<file path="config.mk">
export PLATFORM = sky130hd
export DESIGN_NAME = usr_ctrl
export DESIGN_NICKNAME = d
export VERILOG_FILES = /design/src/rtl/usr_pkg.sv /design/src/rtl/usr_ctrl.sv
export SDC_FILE = /design/constraint.sdc
export NUM_CORES = 1
export LEC_CHECK = 0
export BUFFER_PORTS_ARGS = -buffer_cell sky130_fd_sc_hd__clkbuf_2
export CAP_MARGIN = 20
export CORE_MARGIN = 4
export CORE_UTILIZATION = 55
export CTS_BUF_LIST = sky130_fd_sc_hd__clkbuf_4 sky130_fd_sc_hd__clkbuf_8
export CTS_CLUSTER_SIZE = 30
export DETAILED_ROUTE_END_ITERATION = 12
export MAX_ROUTING_LAYER = met4
export PLACE_DENSITY = 0.83
export RECOVER_POWER = 50
export SYNTH_ARGS = -nofsm -noshare
export SYNTH_HDL_FRONTEND = slang
export SYNTH_SLANG_ARGS = --single-unit
</file>
<file path="constraint.sdc">
create_clock -name clk -period 2.3 [get_ports clk]
set_input_delay 0.23 -clock clk [delete_from_list [all_inputs] [get_ports clk]]
set_output_delay 0.23 -clock clk [all_outputs]
set_load 0.01 [all_outputs]
</file>
<file path="src/rtl/usr_pkg.sv">
// Shared encodings for the universal shift register and its command sequencer.
package usr_pkg;

    // Command opcodes on the valid/ready port
    typedef enum logic [1:0] {
        OP_CLR  = 2'b00,
        OP_SHR  = 2'b01,
        OP_SHL  = 2'b10,
        OP_LOAD = 2'b11
    } op_e;

    // Mode select understood by usr
    typedef enum logic [1:0] {
        S_HOLD = 2'b00,
        S_SHR  = 2'b01,
        S_SHL  = 2'b10,
        S_LOAD = 2'b11
    } mode_e;

    // Sequencer states
    typedef enum logic [1:0] {
        ST_IDLE = 2'b00,
        ST_RUN  = 2'b01,
        ST_DONE = 2'b10
    } state_e;

endpackage

</file>
<file path="src/rtl/usr_ctrl.sv">
// Command sequencer driving usr: accepts CLR/LOAD/SHR/SHL, returns contents on a strobe.
module usr_ctrl
    import usr_pkg::*;
#(
    parameter int unsigned WIDTH = 4,
    parameter int unsigned CNT_W = 3
) (
    input  logic             clk,
    input  logic             clear_n,
    input  logic             cmd_valid,
    output logic             cmd_ready,
    input  logic [1:0]       cmd_op,
    input  logic [CNT_W-1:0] cmd_cnt,
    input  logic [WIDTH-1:0] cmd_data,
    output logic             rsp_valid,
    output logic [WIDTH-1:0] rsp_q,
    output logic             usr_clear,
    output logic [1:0]       usr_s,
    output logic             usr_sisr,
    output logic             usr_sisl,
    output logic [WIDTH-1:0] usr_pin,
    input  logic [WIDTH-1:0] usr_q
);

    state_e           r_state;
    op_e              r_op;
    logic [CNT_W-1:0] r_cnt;
    logic [WIDTH-1:0] r_sdat;
    logic             r_ready;
    logic             r_rsp_valid;
    logic             r_clear;
    logic [1:0]       r_s;
    logic             r_sisr;
    logic             r_sisl;
    logic [WIDTH-1:0] r_pin;
    op_e              w_op;
    logic             w_shift_op;

    assign w_op       = op_e'(cmd_op);
    assign w_shift_op = (r_op == OP_SHR) || (r_op == OP_SHL);

    // Sequencing FSM; every usr_* output is registered one edge ahead of its RUN cycle
    always_ff @(posedge clk or negedge clear_n) begin
        if (!clear_n) begin
            r_state     <= ST_IDLE;
            r_op        <= OP_CLR;
            r_cnt       <= '0;
            r_sdat      <= '0;
            r_ready     <= 1'b1;
            r_rsp_valid <= 1'b0;
            r_clear     <= 1'b0;
            r_s         <= S_HOLD;
            r_sisr      <= 1'b0;
            r_sisl      <= 1'b0;
            r_pin       <= '0;
        end else begin
            case (r_state)
                ST_IDLE: begin
                    if (cmd_valid) begin
                        r_state <= ST_RUN;
                        r_ready <= 1'b0;
                        r_op    <= w_op;
                        r_cnt   <= cmd_cnt;
                        // First serial bit goes straight to the output, so sdat
                        // holds the remaining bits already shifted by one.
                        r_sdat  <= cmd_data >> 1;
                        case (w_op)
                            OP_CLR:  r_clear <= 1'b1;
                            OP_LOAD: begin
                                r_s   <= S_LOAD;
                                r_pin <= cmd_data;
                            end
                            OP_SHR: if (cmd_cnt != '0) begin
                                r_s    <= S_SHR;
                                r_sisr <= cmd_data[0];
                            end
                            default: if (cmd_cnt != '0) begin
                                r_s    <= S_SHL;
                                r_sisl <= cmd_data[0];
                            end
                        endcase
                    end
                end
                ST_RUN: begin
                    if (w_shift_op && (r_cnt > CNT_W'(1))) begin
                        r_cnt  <= r_cnt - 1'b1;
                        r_sdat <= r_sdat >> 1;
                        if (r_op == OP_SHR) r_sisr <= r_sdat[0];
                        else                r_sisl <= r_sdat[0];
                    end else begin
                        r_state     <= ST_DONE;
                        r_cnt       <= '0;
                        r_sdat      <= '0;
                        r_rsp_valid <= 1'b1;
                        r_clear     <= 1'b0;
                        r_s         <= S_HOLD;
                        r_sisr      <= 1'b0;
                        r_sisl      <= 1'b0;
                        r_pin       <= '0;
                    end
                end
                ST_DONE: begin
                    r_state     <= ST_IDLE;
                    r_rsp_valid <= 1'b0;
                    r_ready     <= 1'b1;
                end
                default: r_state <= ST_IDLE;
            endcase
        end
    end

    assign cmd_ready = r_ready;
    assign rsp_valid = r_rsp_valid;
    assign rsp_q     = r_rsp_valid ? usr_q : '0;
    assign usr_clear = r_clear;
    assign usr_s     = r_s;
    assign usr_sisr  = r_sisr;
    assign usr_sisl  = r_sisl;
    assign usr_pin   = r_pin;

endmodule

</file>
==> summary.md <==
| Metric | Value |
|---|---|
| Status | completed |
| Resized cells post-CTS | 0 |
| Pwr Density | 1370 nW/µm² |
| Worst EP required | ~2500 ps |
| Mapped Avg Cell Area | 9.96 µm² |
| Drt wl/cell | between 15 and 20 µm |
| # fillers | 149 |
| Post-Syn Nets | 135 |
| Starting Density | 0.583 |
| Power Total | 1.83 mW |
| Register Area | 527 µm² |
| Unrepaired setup endpoints after global routing | no |
| Via density | 5.82 |
| ANT cells | 0 |
| Crit path kind | flop to flop |
| Multi-input gate area | approximately 570 µm² |
| Yosys top cell by area | dfrtp_1 |
| GRT Residual Overflow | 0 |
| Post-synth cell types | 35 |
| Setup slack at placement | 456 ps |
| Seq/Total Area, Yosys | 0.456 |
| Setup slack after layout | 420 ps |
| Nets | 165 |
| Asr flop ratio synth | 1.00 |
| Final Max Tran Viols | 0 |
| Dpl cells | between 150 and 200 |
| Initial antenna violation count | 0 |
| Post-synth EDFFs | 0 |
| Clk root buf | clkbuf_4 |
| Worst hold path type | primary input to flop |
| Critical Path Fanout Max | 16 |
| Synth Register Bits | 21 |
| Top cells by area, synth | dfrtp_1 43%, a22oi_1 4.6%, o21ai_1 4.3% |
| Clock Skew | 3.00 ps |
| Residual DRC | 0 |
| Setup TNS Final | 0 ps |
| Final Hold Vio Count | 0 |
| Period utilization | 0.817 |
| Routed Antenna Nets | 0 |
| MaxCap Viol Count | 0 |
| Top-area cell type share of the netlist area | 0.433 |
| Die area | a little under 3000 µm² |
| Mapped cell area | 1150 µm² |
| Post-Syn Instances | between 100 and 150 |
| Pleak | 0.602 nW |
| Critical path arrival | 2070 ps |
| Global-route wire length before repair | 4.16 mm |
| Setup-failing EPs final | 0 |
| Crit. End Element | flop |
| Largest net degree at the start of global routing | 22 |
| P&R area growth vs syn | 15.6% |
| CTS tree | built |
| CTS clk-pin slew, worst paths | 110 ps |
| Clock sinks | 21 |
| Top Ports | 31 |
| Fraction of layout cells with a size suffix above 1 | 0.228 |
| Critical path launch point type | flop |
| Row Count | 16 |
| RD Place Congestion | 0.812 |
| First-pass DRT Iterations | 4 |
| Crit path time final | 1880 ps |
| Top_reg_cell synth | dfrtp_1 |
| Post-DP HPWL | around 1.9 mm |
| YS warnings | 0 |
| Utilization after layout | 0.674 |
| Fmax | 532 MHz |
| Worst slew pin tran | 1110 ps |
| Max clock buf depth | 2 |
| Clk Latency, worst-skew pair | around 300 ps |
| H-tree depth | 1 |
| Die X-Extent | 53.8 µm |
| Die H | 53.8 µm |
| Vias in the first global route | 913 |
| Total wire length | roughly 2.6 mm |
| Port-buffer cells | 30 |
| Most frequent cells in the layout | 23 x clkbuf_2, 20 x dfrtp_1, 9 x o21ai_1 |
| Layout Cells excl Fill | 172 |
| Num CTS Buffers | 3 |
| Initial drt markers | 19 |
| Routed vias | 1001 |
| Core area | a little under 2000 µm² |
| Global-route usage over all layers | 0.206 |
| Slew HR | 0.261 |
| VDD IR max | 0.813 mV |
| Most common cell after layout, fill and taps aside | clkbuf_2 |
## synthesized netlist by cell type (2+ instances only)
cell and instances:
dfrtp_1 20, o21ai_1 10, a22oi_1 7, and2_1 7, nand2_1 7, nor2_1 6, a21oi_1 5, inv_1 5
buf_2 4, o211ai_1 4, o2bb2ai_1 4, a31oi_1 3, ha_1 3, mux2_1 3, a221oi_1 2, nand2b_1 2
nand3_1 2, nand4b_1 2, nor2b_1 2, o21ai_0 2, o21bai_1 2
## repair_timing
action | CTS | global route
hold buffers | 1 | 0
buffers inserted | 0 | 0
endpoints found under the hold margin | 20 | 0
## critical path, cell delays in order (launching register included)
cell      delay, ps
dfrtp_1         440
ha_1            230
o21bai_1        210
a21oi_4         410
a31oi_1         160
mux2_1          320
## registers in the layout, summed over array words and instances, names as in the netlist
| name | cells |
|---|---|
| usr_pin | 4 |
| r_cnt | 3 |
| r_sdat | 3 |
| r_op | 2 |
| r_state | 2 |
| usr_s | 2 |
| cmd_ready | 1 |
| rsp_valid | 1 |
| usr_clear | 1 |
| usr_sisl | 1 |
| usr_sisr | 1 |
## cells by family (layout without fill, tap and decap cells)
kind of cell | Yosys count | in the layout | synth area share
adder cells (fa/ha/maj) | 3 | 3 | 0.0325
multiplexers | 3 | 3 | 0.0293
flip-flops | 21 | 21 | 0.456
AND/OR/NAND/NOR | 33 | 33 | 0.163
buffers and inverters | 12 | 41 | 0.0498
AO/OA/AOI/OAI | 44 | 44 | 0.270
## power by group
group          internal (mW)  switching (mW)
combinational          0.381           0.550
clock                 0.0793           0.108
sequential             0.550           0.166
total                   1.01           0.824
## layout make-up
class	count	area share
clock buffers	4	0.0225
flip-flops and latches	21	0.395
well taps	27	0.0253
inverters	6	0.0169
multi-input cells	83	0.427
repair buffers	31	0.113
## metal layers
| layer | share of wire | wire length (µm) | vias up | track usage |
|---|---|---|---|---|
| li1 | - | - | 486 | - |
| met1 | 0.45 | 1170 | 469 | 0.272 |
| met2 | 0.46 | 1200 | 40 | 0.304 |
| met3 | 0.064 | 166 | 6 | 0.0388 |
| met4 | 0.021 | 55 | 0 | 0.0936 |
| met5 | 0 | 0 | - | - |
## path summary, 6_finish.rpt
check / startpoint / to / slack [ps] / cells past startpoint
hold reg to reg: cmd_ready$_DFFE_PN1P_ / cmd_ready$_DFFE_PN1P_ / 490 / 2
max in group asynchronous: clear_n / usr_sisl$_DFFE_PN0P_ / 990 / 2
min in group asynchronous: clear_n / usr_pin[3]$_DFFE_PN0P_ / 650 / 2
setup reg to reg: r_cnt[0]$_DFFE_PN0P_ / usr_sisl$_DFFE_PN0P_ / 420 / 5
hold / removal: cmd_data[3] / r_sdat[2]$_DFFE_PN0P_ / 220 / 3
setup / recovery: r_cnt[0]$_DFFE_PN0P_ / usr_sisl$_DFFE_PN0P_ / 420 / 5
## per-stage QoR
stage,hold WS (ps),instance area (µm²)
floorplan,-65.6,1150
global placement,221,1300
detailed placement,220,1300
CTS,222,1340
global route,242,1340
finish,224,1340
(Power assumes the default switching activity.)
